File: config.mk
export PLATFORM = sky130hd
export DESIGN_NAME = packet_sender_ece496
export DESIGN_NICKNAME = d
export VERILOG_FILES = /design/src/rtl/packet_sender_ece496.sv
export SDC_FILE = /design/constraint.sdc
export NUM_CORES = 1
export LEC_CHECK = 0
export ABC_AREA = 1
export CORE_ASPECT_RATIO = 1.5
export CORE_UTILIZATION = 35
export CTS_BUF_LIST = sky130_fd_sc_hd__clkbuf_8 sky130_fd_sc_hd__clkbuf_16
export DETAILED_ROUTE_END_ITERATION = 10
export PLACE_DENSITY = 0.7
export SYNTH_ARGS = -nofsm -noshare
export SYNTH_HDL_FRONTEND = slang
export SYNTH_SLANG_ARGS = --single-unit
File: constraint.sdc
create_clock -name clock -period 1.8 [get_ports clock]
set_input_delay 0.18 -clock clock [delete_from_list [all_inputs] [get_ports clock]]
set_output_delay 0.18 -clock clock [all_outputs]
set_load 0.01 [all_outputs]
File: src/rtl/packet_sender_ece496.sv
// packet_sender_ece496: frames {HDR_TAG,sel} + PACKET_LEN FIFO bytes into the UART; in: select_ready/mux_select/empty_fifo_flags/fifo_data/tx_busy, out: fifo_rd_en/tx_data/tx_start/packet_sent/packet_aborted/busy
module packet_sender_ece496 #(
   parameter int PACKET_LEN = 20,
   parameter logic [4:0] HDR_TAG = 5'b10100
) (
   input  logic clock,
   input  logic reset,
   input  logic select_ready,
   input  logic [2:0] mux_select,
   input  logic [7:0] empty_fifo_flags,
   input  logic [63:0] fifo_data,
   output logic [7:0] fifo_rd_en,
   output logic [7:0] tx_data,
   output logic tx_start,
   input  logic tx_busy,
   output logic packet_sent,
   output logic packet_aborted,
   output logic busy
);
   localparam logic [3:0] IDLE = 4'd0, HEADER = 4'd1, HOLD = 4'd2, TXWAIT = 4'd3, READ = 4'd4,
                          LATCH = 4'd5, SEND = 4'd6, DONE = 4'd7, RELEASE = 4'd8;
   logic [3:0] state;
   logic [2:0] sel_q;
   logic [7:0] count;
   logic last, abort;
   assign last = count == 8'(PACKET_LEN);
   assign abort = ~select_ready & (state == HEADER | state == READ | state == LATCH | state == SEND |
                                   (state == TXWAIT & ~tx_busy & ~last));
   assign tx_start = select_ready & ~tx_busy & (state == HEADER | state == SEND);
   assign fifo_rd_en = (state == READ && select_ready && !empty_fifo_flags[sel_q]) ? 8'd1 << sel_q : 8'd0;
   assign busy = state != IDLE;
   always_ff @(posedge clock or posedge reset)
      if (reset) begin
         state <= IDLE;
         sel_q <= '0;
         count <= '0;
         tx_data <= '0;
         packet_sent <= 1'b0;
         packet_aborted <= 1'b0;
      end else begin
         packet_sent <= state == DONE;
         packet_aborted <= abort;
         if (abort) state <= IDLE;
         else case (state)
            IDLE: if (select_ready) begin
               sel_q <= mux_select;
               count <= '0;
               tx_data <= {HDR_TAG, mux_select};
               state <= HEADER;
            end
            HEADER: if (!tx_busy) state <= HOLD;
            HOLD: state <= TXWAIT;
            TXWAIT: if (!tx_busy) state <= last ? DONE : READ;
            READ: if (!empty_fifo_flags[sel_q]) state <= LATCH;
            LATCH: begin
               tx_data <= fifo_data[{sel_q, 3'b000} +: 8];
               state <= SEND;
            end
            SEND: if (!tx_busy) begin
               count <= count + 8'd1;
               state <= HOLD;
            end
            DONE: state <= RELEASE;
            RELEASE: if (!select_ready) state <= IDLE;
            default: state <= IDLE;
         endcase
      end
endmodule

# ---- Word level (Yosys, flattened, before mapping)
# Index checks and enable logic that the tools add are counted.
# Widths: inputs -> output; s select.
dict set report word_totals {
  regBits 25
  inputBits 79
  out_inout_bits 20
  elab_cells 68
}
dict set report op_classes {
  n_addsub 1
  magnitude_cmp 1
  n_eq_ne 16
  n_shift 2
  n_mux 16
  bitwise 14
  n_reduce_logical 12
}
# cell n
set op_table {}
lappend op_table {{$shiftx 64x7->8} 1}
lappend op_table {{$mux 8} 4}
lappend op_table {{$pmux 4 s8} 1}
lappend op_table {{$pmux 8 s2} 2}
lappend op_table {{$mux 4} 6}
lappend op_table {{$eq 4x3->1 const B} 4}
lappend op_table {{$ne 3x3->1 const B} 4}
lappend op_table {{$add 8x1->8 const B} 1}
lappend op_table {{$eq 4x2->1 const B} 2}
lappend op_table {{$eq 8x5->1 const B} 1}
lappend op_table {{$shl 1x3->8 const A} 1}
lappend op_table {{$reduce_and 3->1} 2}
lappend op_table {{$and 1x1->1} 5}
lappend op_table {{$or 1x1->1} 5}
lappend op_table {{$reduce_and 5->1} 1}
lappend op_table {{$eq 4x1->1 const B} 1}
lappend op_table {{$eq 4x4->1 const B} 1}
lappend op_table {{$logic_not 4->1} 1}
lappend op_table {{$lt 3x4->1 const B} 1}
lappend op_table {{$ne 2x2->1 const B} 2}
lappend op_table {{$not 1->1} 4}
lappend op_table {{$reduce_and 4->1} 1}
lappend op_table {{$reduce_bool 2->1} 2}
lappend op_table {{$reduce_bool 4->1} 1}
lappend op_table {{7 further kinds} 8}

# ---- Logic depth before layout (Yosys ltp)
dict set report depth {
  depth_word 8
  ltp_mapped 13
}

# ---- Worst setup path after synthesis
# OpenSTA, ideal clock, no wires.
dict set report synth_path {
  kind {register to register}
  from {register count[0]}
  to {register tx_data[0]}
  setup_ns 0.121
  arrival_time_ns 1.432
  path_slack_ns 0.247
  path_stages_with_launch 13
  n_path_buf 1
  period_less_slack_ns 1.553
  path_cell_list {dfrtp_1 inv_1 ha_1 nand2_1 nor2_1 nand2_1 nand2_1 nand2_2 nand2_4 nand2_4 buf_12 o21ai_0 nand2_1}
}
dict set report synth_between {
  elab_chain_cells 7
}
# element line_no
set synth_lines {}
lappend synth_lines {{start, declared} 24} ;# logic [7:0] count;
lappend synth_lines {{start signal, assigned} 60} ;# count <= count + 8'd1;
lappend synth_lines {{$eq 8x5->1} 26} ;# assign last = count == 8'(PACKET_LEN);
lappend synth_lines {{$not 1->1} 28} ;# (state == TXWAIT & ~tx_busy & ~last));
lappend synth_lines {{$and 1x1->1} 28}
lappend synth_lines {{$or 1x1->1} 27} ;# assign abort = ~select_ready & (state == HEADER | state == READ | state == LATCH | state == SEND |
lappend synth_lines {{$and 1x1->1} 27}
lappend synth_lines {{$not 1->1 (no source line)} -}
lappend synth_lines {{$reduce_and 3->1 (no source line)} -}
lappend synth_lines {{end signal, assigned} 48} ;# tx_data <= {HDR_TAG, mux_select};
lappend synth_lines {{end signal, assigned} 56} ;# tx_data <= fifo_data[{sel_q, 3'b000} +: 8];
lappend synth_lines {{end, declared} 13} ;# output logic [7:0] tx_data,
# Every way passes these cells.
# A chain may end at the register's enable or synchronous reset.

# ---- Final worst setup path
dict set report layout_path {
  from {register sel_q[0]}
  to {output fifo_rd_en[3]}
}
dict set report layout_between {
  elab_chain_cells 5
}
# element line_no
set layout_lines {}
lappend layout_lines {{start, declared} 23} ;# logic [2:0] sel_q;
lappend layout_lines {{start signal, assigned} 46} ;# sel_q <= mux_select;
lappend layout_lines {{$bmux 1 s3} 30} ;# assign fifo_rd_en = (state == READ && select_ready && !empty_fifo_flags[sel_q]) ? 8'd1 << sel_q : 8'd0;
lappend layout_lines {{$mux 1 (implied by the code)} 30}
lappend layout_lines {{$logic_not 1->1} -}
lappend layout_lines {{$logic_and 1x1->1} 30}
lappend layout_lines {{$mux 8 (*)} 30}
lappend layout_lines {{end, declared} 12} ;# output logic [7:0] fifo_rd_en,
# Every way passes the cells marked *; elsewhere a longest branch is shown, timed or not. The select of a mux whose other input is x is not followed.

==> flow_metrics.tcl <==
set metrics [dict create \
    finalHoldViolCount 0 \
    maxSlewViolCount 0 \
    die_x_um 64.99 \
    crit_family "simple AND/OR/NAND/NOR gates" \
    cts.reportedPaths.clkPinSlew_ps 90 \
    critPathCaptureType "output port" \
    synthCells 319 \
    finalCritPeriodShare_pct 97.31 \
    maxCapViolations 0 \
    dr.pass1.iters 4 \
    yosysUniqueCellTypes 31 \
    status "finished clean" \
    crit_buf_inv 3 \
    crit_type "reg -> out" \
    postPlaceCellArea_sq_mm 0.003301 \
    crit_chain "inv_4 -> nand2_1 -> nand2_1 -> nand2_1 -> nand3_2 -> nand2_2 -> buf_4 -> nand3_4 -> nor2_1 -> buf_2" \
    synthArstFlopShare_pct 100.0 \
    cts_tree "yes" \
    tightest_slew_ps 531.8 \
    grt_pass1_vias 2366 \
    fp.dieArea_sq_mm 0.006271 \
    skew_ps 2.445 \
    cts_buffers 3 \
    start_util_pct 36.01 \
    ys_seq_area_share_pct 30.03 \
    ios 99 \
    dp_cells 507 \
    grt_first_pass_wirelength_um 10510 \
    diodes 0 \
    grt_max_degree 26 \
    vias 2586 \
    p_leak_nw 1.626 \
    routed_wl_um 6861 \
    h-tree-depth 1 \
    yosysMostFrequentCell "nand2_1" \
    synth_area_leaders "dfrtp_1 (30%), nand2_1 (20%), nand3_1 (6.2%)" \
    yosys.area.top_type "dfrtp_1" \
    fin_area_sq_mm 0.003428 \
    hold_path.class "in -> async" \
    crit_required_ps 1620 \
    min_period_ps 1752 \
    arrival_ps 1570 \
    yosys-top-cells-count "nand2_1 (113), nor2_1 (31), inv_1 (28)" \
    clock_path_buffers 2 \
    worstSkewPairLatency_ps 270 \
    wire_per_inst_um 13.25 \
    drc_errors 0 \
    rows 34 \
    viasPerCell 4.992 \
    cts_sinks 25 \
    antenna_found_initial 0 \
    cpMostUsedCell "nand2_1" \
    coreArea_sq_mm 0.005786 \
    synth_area_sq_mm 0.002083 \
    area_growth_pct 64.56 \
    synth_nets 400 \
    track_usage_pct 21.34 \
    ir_worst_vdd_mv 0.5926 \
    critPathLaunchType "flop" \
    fmax_mhz 570.9 \
    synth-edff-count 0 \
    fin_cells 518 \
    die_h_um 96.49 \
    crit_path_max_fanout 6 \
    postCtsHoldBufs 0 \
    place_congestion 0.8361 \
    port_buffers 98 \
    dp_hpwl_um 5410 \
    grt-ovfl-total 0 \
    hold_ws_ps 254.2 \
    synth_top_area_share_pct 30.03 \
    max_slew_margin_pct 64.54 \
    postRouteAntennaNets 0 \
    rsz0062_at_grt "yes" \
    cts_root_buf "clkbuf_8" \
    crit_slowest_cell "dfrtp_2" \
    setup_viol 0 \
    p_per_area_mw_per_mm2 1228 \
    critPathMaxStageDelay_ps 440 \
    ys_ff_latch 25 \
    synth_top_flop_cell "dfrtp_1" \
    drt-initial-drc-count 127 \
    yosysWarnings 0 \
    p_total_w 0.004210 \
    avgSynthCellArea_sq_um 6.531 \
    nets 528 \
    drive_above_1_share_pct 20.63 \
    tns_ps 0 \
]
-- metrics by stage --
step / worst slack (ps) / utilization [%]
CTS: -15.13 / 58.17
detailed placement: -114.6 / 57.05
floorplan: 247.2 / -
finish: 48.37 / 59.26
global placement: -84.67 / 57.05
global route: -35.79 / 59.26
-- sequential cells by signal, indices dropped and copies added, names as in the netlist --
name / cells
tx_data: 8
count: 8
state: 4
packet_aborted: 1
packet_sent: 1
sel_q: 3
-- final cells by class --
cell class,instances,area (sq um)
Tap cell,72,90.09
Inverter,33,130.1
Clock buffer,3,41.29
Timing Repair Buffer,132,1210
Sequential cell,25,626.9
Fill cell,552,2357
Multi-Input combinational cell,252,1323
Clock inverter,1,7.507
-- layout by cell type (no fill, tap or decap), types with 2 or more instances in the layout --
master / instances
nand2_1: 108
clkdlybuf4s50_1: 88
buf_4: 31
nor2_1: 28
inv_1: 25
dfrtp_1: 24
nand3_1: 22
a22oi_1: 14
nand4_1: 11
o21ai_0: 11
nand2_2: 10
a21oi_1: 7
inv_2: 6
nor2_2: 6
buf_2: 6
xor2_1: 5
nand3_2: 5
nor2_4: 4
o21ai_2: 4
nand2_4: 3
o21ai_1: 3
clkbuf_8: 3
clkbuf_2: 3
clkinvlp_4: 2
nor3_1: 2
ha_1: 2
buf_6: 2
-- timing repair --
action / 4_1_cts / 5_1_grt
buffers inserted: 0 / 7
gates resized for setup: 28 / 30
pin swaps: 0 / 5
endpoints found under the setup margin: 10 / 24
-- worst register-to-register path: cells and delay by family (launching register included) --
kind / cells / cell delay (ps)
AND/OR/NAND/NOR: 7 / 570
flip-flops: 1 / 460
buffers and inverters: 3 / 570
-- power breakdown --
group	internal [W]	total [W]	switching, W
combinational	0.00135	0.00301	0.00166
clock	0.000157	0.000342	0.000185
sequential	0.000730	0.000858	0.000128
total	0.00223	0.00421	0.00198
-- kinds of logic (layout without fill, tap and decap cells) --
group	Yosys count	after routing	synth area share [%]
compound gates	42	42	12.91
simple gates	202	202	44.08
xor+xnor	6	6	2.523
fa+ha+maj	2	2	1.201
flops	25	25	30.03
buf+inv	42	169	9.249
-- final timing paths --
path,cells past startpoint,slack [ps],start,to
min,3,250,reset,tx_data[4]$_DFFE_PP0P_
max reg2reg,10,90,sel_q[0]$_DFFE_PP0P_,tx_data[5]$_DFFE_PP0P_
max,10,50,sel_q[0]$_DFFE_PP0P_,fifo_rd_en[3]
min in group clock,2,500,tx_data[1]$_DFFE_PP0P_,tx_data[1]$_DFFE_PP0P_
min reg2reg,2,500,tx_data[1]$_DFFE_PP0P_,tx_data[1]$_DFFE_PP0P_
max in group asynchronous,3,1280,reset,sel_q[0]$_DFFE_PP0P_
-- metal layers --
layer,track usage (%),vias to the layer above,share of wire [%]
met3,4.460,10,8.4
met4,6.296,0,1.7
met5,0,-,0
met1,23.29,1193,41
met2,40.63,97,49
li1,-,1286,-
Note: power is estimated with default switching activity, not from simulation.
